File: src/rtl/instr_fetch_stage.sv
// instr_fetch_stage: PC generation and IF/ID capture stage.
// Sits directly in front of a combinational, word-indexed instruction memory.
// Ports:
//   clk, rst          - clock, synchronous active-high reset
//   stall_in          - hold PC, IF/ID and fetch count
//   redirect_in       - load PC from redirect_pc_in (word-aligned)
//   redirect_pc_in    - byte-address redirect target
//   halt_in           - stop fetching until reset
//   imem_addr_out     - word index {2'b00, pc[31:2]} (combinational from PC)
//   imem_data_in      - instruction word for imem_addr_out
//   pc_out            - current PC (byte address)
//   ifid_instr_out    - captured instruction (0 when invalid)
//   ifid_pc4_out      - PC+4 of captured instruction
//   ifid_valid_out    - IF/ID holds a real instruction
//   fetch_count_out   - valid instructions captured since reset
//   fault_out         - sticky misaligned-redirect / out-of-range flag
//   halted_out        - high while halted
module instr_fetch_stage #(
  parameter logic [31:0] RESET_PC   = 32'h0000_0000,
  parameter int unsigned IMEM_DEPTH = 256
) (
  input  logic        clk,
  input  logic        rst,
  input  logic        stall_in,
  input  logic        redirect_in,
  input  logic [31:0] redirect_pc_in,
  input  logic        halt_in,
  output logic [31:0] imem_addr_out,
  input  logic [31:0] imem_data_in,
  output logic [31:0] pc_out,
  output logic [31:0] ifid_instr_out,
  output logic [31:0] ifid_pc4_out,
  output logic        ifid_valid_out,
  output logic [31:0] fetch_count_out,
  output logic        fault_out,
  output logic        halted_out
);

  localparam int unsigned XLEN = 32;
  localparam int unsigned WIDX = XLEN - 2;
  localparam logic [WIDX-1:0] DEPTH_W = WIDX'(IMEM_DEPTH);

  typedef enum logic [0:0] {RUN, HALTED} state_t;

  state_t          state_q, state_d;
  logic [XLEN-1:0] pc_q, pc_d;
  logic [XLEN-1:0] instr_q, instr_d;
  logic [XLEN-1:0] pc4_q, pc4_d;
  logic            valid_q, valid_d;
  logic [XLEN-1:0] count_q, count_d;
  logic            fault_q, fault_d;
  logic [XLEN-1:0] pc_plus4;
  logic            out_of_range;

  assign pc_plus4     = pc_q + XLEN'(4);
  assign out_of_range = (pc_q[XLEN-1:2] >= DEPTH_W);

  // State and pipeline registers.
  always_ff @(posedge clk) begin
    if (rst) begin
      state_q <= RUN;
      pc_q    <= {RESET_PC[XLEN-1:2], 2'b00};
      instr_q <= '0;
      pc4_q   <= '0;
      valid_q <= 1'b0;
      count_q <= '0;
      fault_q <= 1'b0;
    end else begin
      state_q <= state_d;
      pc_q    <= pc_d;
      instr_q <= instr_d;
      pc4_q   <= pc4_d;
      valid_q <= valid_d;
      count_q <= count_d;
      fault_q <= fault_d;
    end
  end

  // Next-state: halt > redirect > stall > normal; HALTED freezes everything.
  always_comb begin
    state_d = state_q;
    pc_d    = pc_q;
    instr_d = instr_q;
    pc4_d   = pc4_q;
    valid_d = valid_q;
    count_d = count_q;
    fault_d = fault_q;
    case (state_q)
      RUN: begin
        if (halt_in) begin
          state_d = HALTED;
          instr_d = '0;
          pc4_d   = '0;
          valid_d = 1'b0;
        end else if (redirect_in) begin
          pc_d    = {redirect_pc_in[XLEN-1:2], 2'b00};
          instr_d = '0;
          pc4_d   = '0;
          valid_d = 1'b0;
          if (redirect_pc_in[1:0] != 2'b00) fault_d = 1'b1;
        end else if (!stall_in) begin
          pc_d = pc_plus4;
          if (out_of_range) begin
            // Keep fetching past the end of memory, but never present garbage.
            instr_d = '0;
            pc4_d   = '0;
            valid_d = 1'b0;
            fault_d = 1'b1;
          end else begin
            instr_d = imem_data_in;
            pc4_d   = pc_plus4;
            valid_d = 1'b1;
            count_d = count_q + XLEN'(1);
          end
        end
      end
      default: ;
    endcase
  end

  assign imem_addr_out   = {2'b00, pc_q[XLEN-1:2]};
  assign pc_out          = pc_q;
  assign ifid_instr_out  = instr_q;
  assign ifid_pc4_out    = pc4_q;
  assign ifid_valid_out  = valid_q;
  assign fetch_count_out = count_q;
  assign fault_out       = fault_q;
  assign halted_out      = (state_q == HALTED);

endmodule

File: config.mk
export PLATFORM = sky130hd
export DESIGN_NAME = instr_fetch_stage
export DESIGN_NICKNAME = d
export VERILOG_FILES = /design/src/rtl/instr_fetch_stage.sv
export SDC_FILE = /design/constraint.sdc
export NUM_CORES = 1
export LEC_CHECK = 0
export ABC_AREA = 1
export CAP_MARGIN = 10
export CORE_UTILIZATION = 46
export DETAILED_ROUTE_END_ITERATION = 10
export PLACE_DENSITY = 0.86
export SETUP_SLACK_MARGIN = 0.3
export SLEW_MARGIN = 0
export SYNTH_ARGS = -nofsm -noshare
export SYNTH_HDL_FRONTEND = slang
export SYNTH_SLANG_ARGS = --single-unit
File: constraint.sdc
create_clock -name clk -period 1.9 [get_ports clk]
set_clock_uncertainty 0.1 [all_clocks]
set_input_delay 0.19 -clock clk [delete_from_list [all_inputs] [get_ports clk]]
set_output_delay 0.19 -clock clk [all_outputs]
set_load 0.02 [all_outputs]
# Word level (Yosys, flattened, before mapping)
# Index checks and enable logic that the tools add are counted.
[totals]
elab_cells = 44
regBits = 131
out_inout_bits = 163
[op_classes]
n_bitwise = 5
n_reduce_logical = 6
eq_ne = 3
addsub = 2
order_cmp = 1
muxes = 20
[op_table]
columns = ["op", "n"]
rows = [
  ["32-bit 2-to-1 mux", 10],
  ["32-bit by 1-bit adder with 32-bit output (second input constant)", 1],
  ["32-bit by 3-bit adder with 32-bit output (second input constant)", 1],
  ["30-bit by 9-bit >= comparator with 1-bit output (second input constant)", 1],
  ["1-bit 2-to-1 mux", 10],
  ["5-bit AND reduction", 2],
  ["1-bit inverter", 5],
  ["2-bit by 1-bit != test with 1-bit output (second input constant)", 2],
  ["2-bit nonzero test", 2],
  ["3-bit by 1-bit != test with 1-bit output (second input constant)", 1],
  ["3-bit AND reduction", 1],
  ["2-bit AND reduction", 1],
]

# Logic depth before layout (Yosys ltp)
# Gate-level depths: netlist of the first run.
[depth]
depth_word = 5
depth_mapped = 11

# Least setup slack after synthesis of the first run
# No wires, ideal clock.
[synth_path]
path_kind = "reg-to-reg"
from = "reg pc_q[2], in the netlist pc_out[2]"
to = "reg pc_q[28], in the netlist pc_out[28]"
slack_ps = 80
setup_time_ps = 132
arrival_ps = 1588
required_ps = 1668
path_buffers = 0
stages_incl_launch_ff = 11
cell_sequence = "dfxtp_1 ha_1 nand2_1 nor2_2 nand2_1 nor2_1 nand3_1 nand2_1 nand2_1 nand2_1 a21oi_1"
[synth_via]
elab_chain_len = 3
[synth_lines]
columns = ["element", "line_no", "source"]
rows = [
  ["from (decl)", "46", "logic [XLEN-1:0] pc_q, pc_d;"],
  ["from (signal assigned)", "62", "pc_q <= {RESET_PC[XLEN-1:2], 2'b00};"],
  ["from (signal assigned)", "70", "pc_q <= pc_d;"],
  ["32-bit by 3-bit adder with 32-bit output", "55", "assign pc_plus4 = pc_q + XLEN'(4);"],
  ["32-bit 2-to-1 mux", "101", "end else if (!stall_in) begin"],
  ["32-bit 2-to-1 mux", "95", "end else if (redirect_in) begin"],
]
# No other way between the ends. The select of a mux whose other input is x is not followed.
# A chain may end at the register's enable or synchronous reset.

# Worst setup path after layout of the first run
[layout_path]
from = "reg pc_q[28], in the netlist pc_out[28]"
to = "reg count_q[7], in the netlist fetch_count_out[7]"
[layout_via]
elab_chain_len = 3
[layout_lines]
columns = ["element", "line_no", "source"]
rows = [
  ["30-bit by 9-bit >= comparator with 1-bit output", "56", "assign out_of_range = (pc_q[XLEN-1:2] >= DEPTH_W);"],
  ["1-bit inverter (no source line)", "--", ""],
  ["5-bit AND reduction (no source line)", "--", ""],
  ["to (signal assigned)", "74", "count_q <= count_d;"],
  ["to (decl)", "50", "logic [XLEN-1:0] count_q, count_d;"],
]
# No other way between the ends.

==> results of run 1 <==
## layout make-up
class                      count  share of cell area [%]
inverter                      45                    1.77
clock buffer                  18                    4.19
timing repair inverter         3                   0.465
tap                          180                    2.15
sequential                   128                    25.0
timing repair buffer         287                    25.9
clock inverter                14                    1.73
multi-input combinational    789                    38.8
## metrics by stage
step	total power, W	std cells	hold slack, ns
after detailed placement	0.00379	1406	0.327
final	0.00718	1464	0.215
after global routing	0.00740	1464	0.219
after floorplan	0.00336	1040	0.226
after CTS	0.00713	1451	0.210
after global placement	0.00377	1406	0.326
## per-layer routing
metal | up-vias | routed length, microns
met1 | 3615 | 8940
met4 | 0 | 1080
li1 | 3700 | -
met5 | - | 0
met2 | 519 | 12000
met3 | 106 | 2390
## what timing repair did
| action | 4_1_cts | 5_1_grt |
|---|---|---|
| pin swaps | 8 | 45 |
| gates resized for setup | 246 | 148 |
| buffers inserted | 10 | 8 |
| setup endpoints to repair | 245 | 119 |
| gates cloned | 3 | 5 |
## kinds of logic after synthesis
group                      after synthesis  synth area share, %
and+or+nand+nor                        622                 37.3
adders and majority gates                3                0.557
other                                    1               0.0557
AOI/OAI and AO/OA                      137                 11.0
xor gates and xnor gates                23                 2.99
buffers and inverters                  123                 10.1
DFF                                    128                 38.0
## Yosys cell counts (13+ instances only)
cell type / count
a21oi_1: 104
buf_4: 36
clkbuf_1: 23
dfxtp_1: 128
inv_1: 43
nand2_1: 395
nand3_1: 30
nand3b_1: 13
nor2_1: 159
o21ai_0: 19
xor2_1: 17
## worst max-delay path: cells and delay by family, from the launching register on
family / cells / cell delay, ns
flops: 1 / 0.34
compound gates: 1 / 0.07
buf+inv: 4 / 0.42
simple gates: 5 / 0.74
## state kept, by name, indices dropped and copies added (netlist names)
signal and count:
halted_out 1, ifid_instr_out 32, pc_out 30, ifid_pc4_out 31, fetch_count_out 32, fault_out 1
ifid_valid_out 1
## where the power goes
group          internal (W)  leakage [nW]  switching, W
clock               0.00212         0.301       0.00129
combinational      0.000409          3.16      0.000571
sequential          0.00274          1.05     0.0000531
## worst max-delay path by stage
stage | start | endpoint | slack [ns]
after floorplan | pc_out[14]$_SDFFE_PP0P_ | fetch_count_out[13]$_SDFFE_PP0P_ | 0.30
after global placement | redirect_in | fetch_count_out[1]$_SDFFE_PP0P_ | -0.07
after detailed placement | redirect_in | fetch_count_out[5]$_SDFFE_PP0P_ | -0.13
after CTS | pc_out[28]$_SDFFE_PP0P_ | ifid_instr_out[20]$_SDFFE_PP0P_ | 0.17
after global routing | pc_out[28]$_SDFFE_PP0P_ | ifid_pc4_out[10]$_SDFFE_PP0P_ | -0.03
final | pc_out[28]$_SDFFE_PP0P_ | fetch_count_out[7]$_SDFFE_PP0P_ | 0.06
==> results.yml, run 1 <==
place:
  dpl.hpwl_microns: 15100
  place_area_sq_um: 9130
  portBuffers: 227
  finalWeightedCongestion: 0.984
  dp_slack_ns: -0.126
worst_setup_path:
  critPathCaptureType: "register"
  r2r_setup_slack_ns: 0.06
  cp_data_arrival_time_ns: 2.02
  crit_type: "reg2reg"
  regToRegStartpoint: "pc_out[28]$_SDFFE_PP0P_"
  r2r_end: "fetch_count_out[7]$_SDFFE_PP0P_"
  crit_path_max_fanout: 8
  reg2reg_depth: 10
  path_cells: "inv_2 > nand4_1 > nor2_2 > nand3_2 > nor2_8 > buf_6 > buf_12 > inv_12 > nand2_1 > a21oi_1"
  max_stage_delay_ns: 0.34
  crit_required_ns: 2.08
  start_kind: "register"
  slowest_stage: "dfxtp_4"
routing:
  drt_iter0_markers: 764
  wl_per_cell_microns: 16.7
  vias_per_cell: 5.42
  ant_nets: 0
  drc_errors: 0
  drtPass1Iterations: 6
  vias: 7940
  routed_wirelength_microns: 24400
sta:
  fin_crit_sh_pct: 97.0
  max_slew_margin_pct: 56.8
  tightest_slew_ns: 0.647
  fin_tns_setup_ns: 0
  hold_violations: 0
  setup_viol: 0
  fmax_mhz: 543
  min_period_ns: 1.84
  rsz0062_at_grt: "yes"
  fin_ws_ns: 0.0577
  drv_slew: 0
outcome:
  status: "complete, no violations"
clock_network:
  insertion_delay_ns: 0.42
  ctsHtreeMaxLevel: 4
  holdBufCountCts: 0
  cts_tree: "yes"
  clock_sinks: 128
  cts.path.max_buffers: 2
  cts_buffers: 17
  clk_pin_slew_worst_paths_ns: 0.06
  clock-root-buffer: "clkbuf_16"
floorplan:
  floorplan.initialDensity_pct: 47.8
  fp.dieW_microns: 123
  dieArea_sq_um: 15100
  fp.dieH_microns: 123
  ioPinCount: 232
  core-area_sq_um: 14100
  num_rows: 43
grt:
  grt_pass1_vias: 6927
  gr-usage-met3_pct: 9.23
  antenna_found_initial: 0
  grt_util_met1_pct: 35.0
  grt_use_met2_pct: 49.3
  grt_pass1_wl_microns: 34300
  grt_usage_pct: 29.6
  grt_overflow_total: 0
  grt_max_degree: 109
  busiest_layer: "met2"
pwr:
  power_density_nw_per_um2: 685
  peakVddDrop_mv: 0.561
  p_leak_nw: 4.51
synthesis:
  ys_seq_area_share_pct: 38.0
  yosysTopAreaCell: "dfxtp_1"
  synth_area_leaders: "dfxtp_1, nand2_1, nor2_1"
  syn_inst: 1037
  synth_flop_cell: "dfxtp_1"
  ys_async_sr_fraction_pct: 0
  netlist_area_sq_um: 6740
  synth_top_area_share_pct: 38.0
  synth_area_per_cell_sq_um: 6.50
  synth_seq_cells: 128
  synth_edf_count: 0
  synth_cell_types: 32
  yosys_warnings: 0
finish:
  layout-drive-gt1-share_pct: 23.4
  design_area_sq_um: 10500
  multi_input_area_sq_um: 4070
  regArea_sq_um: 2620
  mostFrequentLayoutCells: "nand2_1, dlygate4sd2_1, nor2_1"
  utilization_pct: 74.4
  fin_nets: 1343
  nFillCells: 1048
  antennaDiodeCount: 0
  syn2layout_area_growth_pct: 55.7
  layout_commonest_cell: "nand2_1"
min_path:
  hold_start: "imem_data_in[10]"
  holdPathEnd: "ifid_instr_out[10]$_SDFFE_PP0P_"
  hp-class: "in2reg"
  min_delay_path_depth: 3
run:
  cap_violations: 0
Power figures use the tool's default switching activity.
==> run 2, diff against run 1 <==
- clock period: 1.9 -> 1.7 ns (I/O delays scaled with it)
==> run 2 against run 1 <==
- the run now ends with negative setup slack left
- via count increased by 12%
- highest routed layer unchanged
- utilization increased by 7.0 points
- wire length increased by 33%
- critical endpoint is now ifid_instr_out[28]$_SDFFE_PP0P_
- sequential power increased by 12%
- cell count increased by 3.3%
- power increased by 12%
- non-clock buffer count increased by 48
- global-route usage increased by 4.6 points
- sequential share of layout area decreased by 1.7 points
- die area unchanged
==> results.yml, run 2 (synthesis gave the netlist of run 1 again) <==
outcome:
  status: "complete, but fails checks"
  violations: "negative setup slack"
clock_network:
  insertion_delay_ns: 0.44
  cts_tree: "yes"
  clock_sinks: 128
  clk_pin_slew_worst_paths_ns: 0.06
  clock-root-buffer: "clkbuf_16"
  cts_buffers: 17
  holdBufCountCts: 0
  ctsHtreeMaxLevel: 4
  cts.path.max_buffers: 2
worst_setup_path:
  reg2reg_depth: 10
  regToRegStartpoint: "pc_out[22]$_SDFFE_PP0P_"
  crit_required_ns: 1.95
  cp_data_arrival_time_ns: 2.21
  r2r_setup_slack_ns: -0.26
  critPathCaptureType: "register"
  crit_path_max_fanout: 5
  r2r_end: "ifid_instr_out[28]$_SDFFE_PP0P_"
  start_kind: "register"
  crit_type: "reg2reg"
grt:
  grt_overflow_total: 0
  antenna_found_initial: 0
  grt_pass1_wl_microns: 39800
  grt_max_degree: 109
  grt_pass1_vias: 7962
  grt_usage_pct: 34.2
run:
  cap_violations: 0
floorplan:
  fp.dieH_microns: 123
  fp.dieW_microns: 123
  floorplan.initialDensity_pct: 47.8
  num_rows: 43
  dieArea_sq_um: 15100
  ioPinCount: 232
  core-area_sq_um: 14100
pwr:
  peakVddDrop_mv: 0.670
  power_density_nw_per_um2: 704
  p_leak_nw: 4.84
  finalPower_w: 0.00808
finish:
  mostFrequentLayoutCells: "nand2_1, nor2_1, a21oi_1, dfxtp_1, clkdlybuf4s50_1"
  syn2layout_area_growth_pct: 70.3
  layout_commonest_cell: "nand2_1"
  layout-drive-gt1-share_pct: 41.4
  design_area_sq_um: 11500
  antennaDiodeCount: 0
  fin_nets: 1391
  finalNonFillerCells: 1512
place:
  dpl.hpwl_microns: 15600
  portBuffers: 227
  dp_cells: 1424
  place_area_sq_um: 9380
  finalWeightedCongestion: 0.944
sta:
  fmax_mhz: 511
  tightest_slew_ns: 0.667
  fin_ws_ns: -0.256
  max_slew_margin_pct: 55.5
  hold_violations: 0
  rsz0062_at_grt: "yes"
  fin_crit_sh_pct: 115
  setup_viol: 88
  min_period_ns: 1.96
  drv_slew: 0
min_path:
  min_delay_path_depth: 3
  holdPathEnd: "ifid_instr_out[30]$_SDFFE_PP0P_"
  hold_start: "imem_data_in[30]"
  hp-class: "in2reg"
routing:
  vias: 8906
  drtPass1Iterations: 8
  vias_per_cell: 5.89
  routed_wirelength_microns: 32400
  drc_errors: 0
  wl_per_cell_microns: 21.4
  drt_iter0_markers: 1183
  ant_nets: 0
[run 2: worst max-delay path by stage]
stage	start	to	slack, ns	depth (start not counted)
after floorplan	pc_out[18]$_SDFFE_PP0P_	fetch_count_out[13]$_SDFFE_PP0P_	0.15	10
after global placement	redirect_in	fetch_count_out[1]$_SDFFE_PP0P_	-0.26	9
after detailed placement	redirect_in	fetch_count_out[7]$_SDFFE_PP0P_	-0.29	9
after CTS	pc_out[28]$_SDFFE_PP0P_	fetch_count_out[19]$_SDFFE_PP0P_	-0.009	10
after global routing	pc_out[22]$_SDFFE_PP0P_	ifid_instr_out[28]$_SDFFE_PP0P_	-0.37	10
final	pc_out[22]$_SDFFE_PP0P_	ifid_instr_out[28]$_SDFFE_PP0P_	-0.26	10
[run 2: worst max-delay path, cell delays in order, from the launching register on]
cell and delay [ns]:
dfxtp_4 0.35, nor2_2 0.14, nand3_2 0.10, nor2_4 0.23
nand3_4 0.14, nor2_8 0.20, buf_12 0.13, buf_8 0.14
clkbuf_16 0.16, nand2_2 0.04, a21oi_1 0.15
[run 2: layout make-up]
class | instances | area (sq um)
multi-input cells | 789 | 4600
repair buffers | 335 | 3170
flip-flops and latches | 128 | 2670
fillers | 802 | 2620
clock buffers | 19 | 454
well taps | 180 | 225
inverters | 45 | 203
clock inverters | 13 | 101
repair inverters | 3 | 43.8
[run 2: what timing repair did]
item,in CTS,in global routing
resized for setup,635,209
setup endpoints to repair,263,182
pin swaps,65,72
buffers inserted,22,18
cloned,9,7
[run 2: per-stage QoR]
stage	hold WS, ns	TNS [ns]	worst slack, ns	util [%]
floorplan	0.206	0	0.147	-
finish	0.196	-14.82	-0.256	81.4
detailed placement	0.327	-18.95	-0.287	66.6
CTS	0.192	-0.0744	-0.00899	76.9
global placement	0.326	-16.04	-0.260	66.6
global route	0.217	-22.29	-0.371	81.4
[run 2: report_power, final]
group	leakage, nW	total [W]	switching (W)	internal, W
combinational	3.50	0.00141	0.000828	0.000587
clock	0.272	0.00353	0.00156	0.00197
sequential	1.07	0.00313	0.0000725	0.00306
total	4.84	0.00808	0.00246	0.00562
[run 2: layer usage]
layer | wire length [microns] | global-route usage, %
met5 | 0 | 0
met4 | 2420 | 20.5
met3 | 3620 | 7.06
met2 | 15300 | 57.7
met1 | 11000 | 40.0
==> run 3, diff against run 2 <==
- CTS_CLUSTER_DIAMETER: unset -> 150
==> results of run 3 <==
Same layout as run 2: the final DEF is identical, and so are final timing and power.
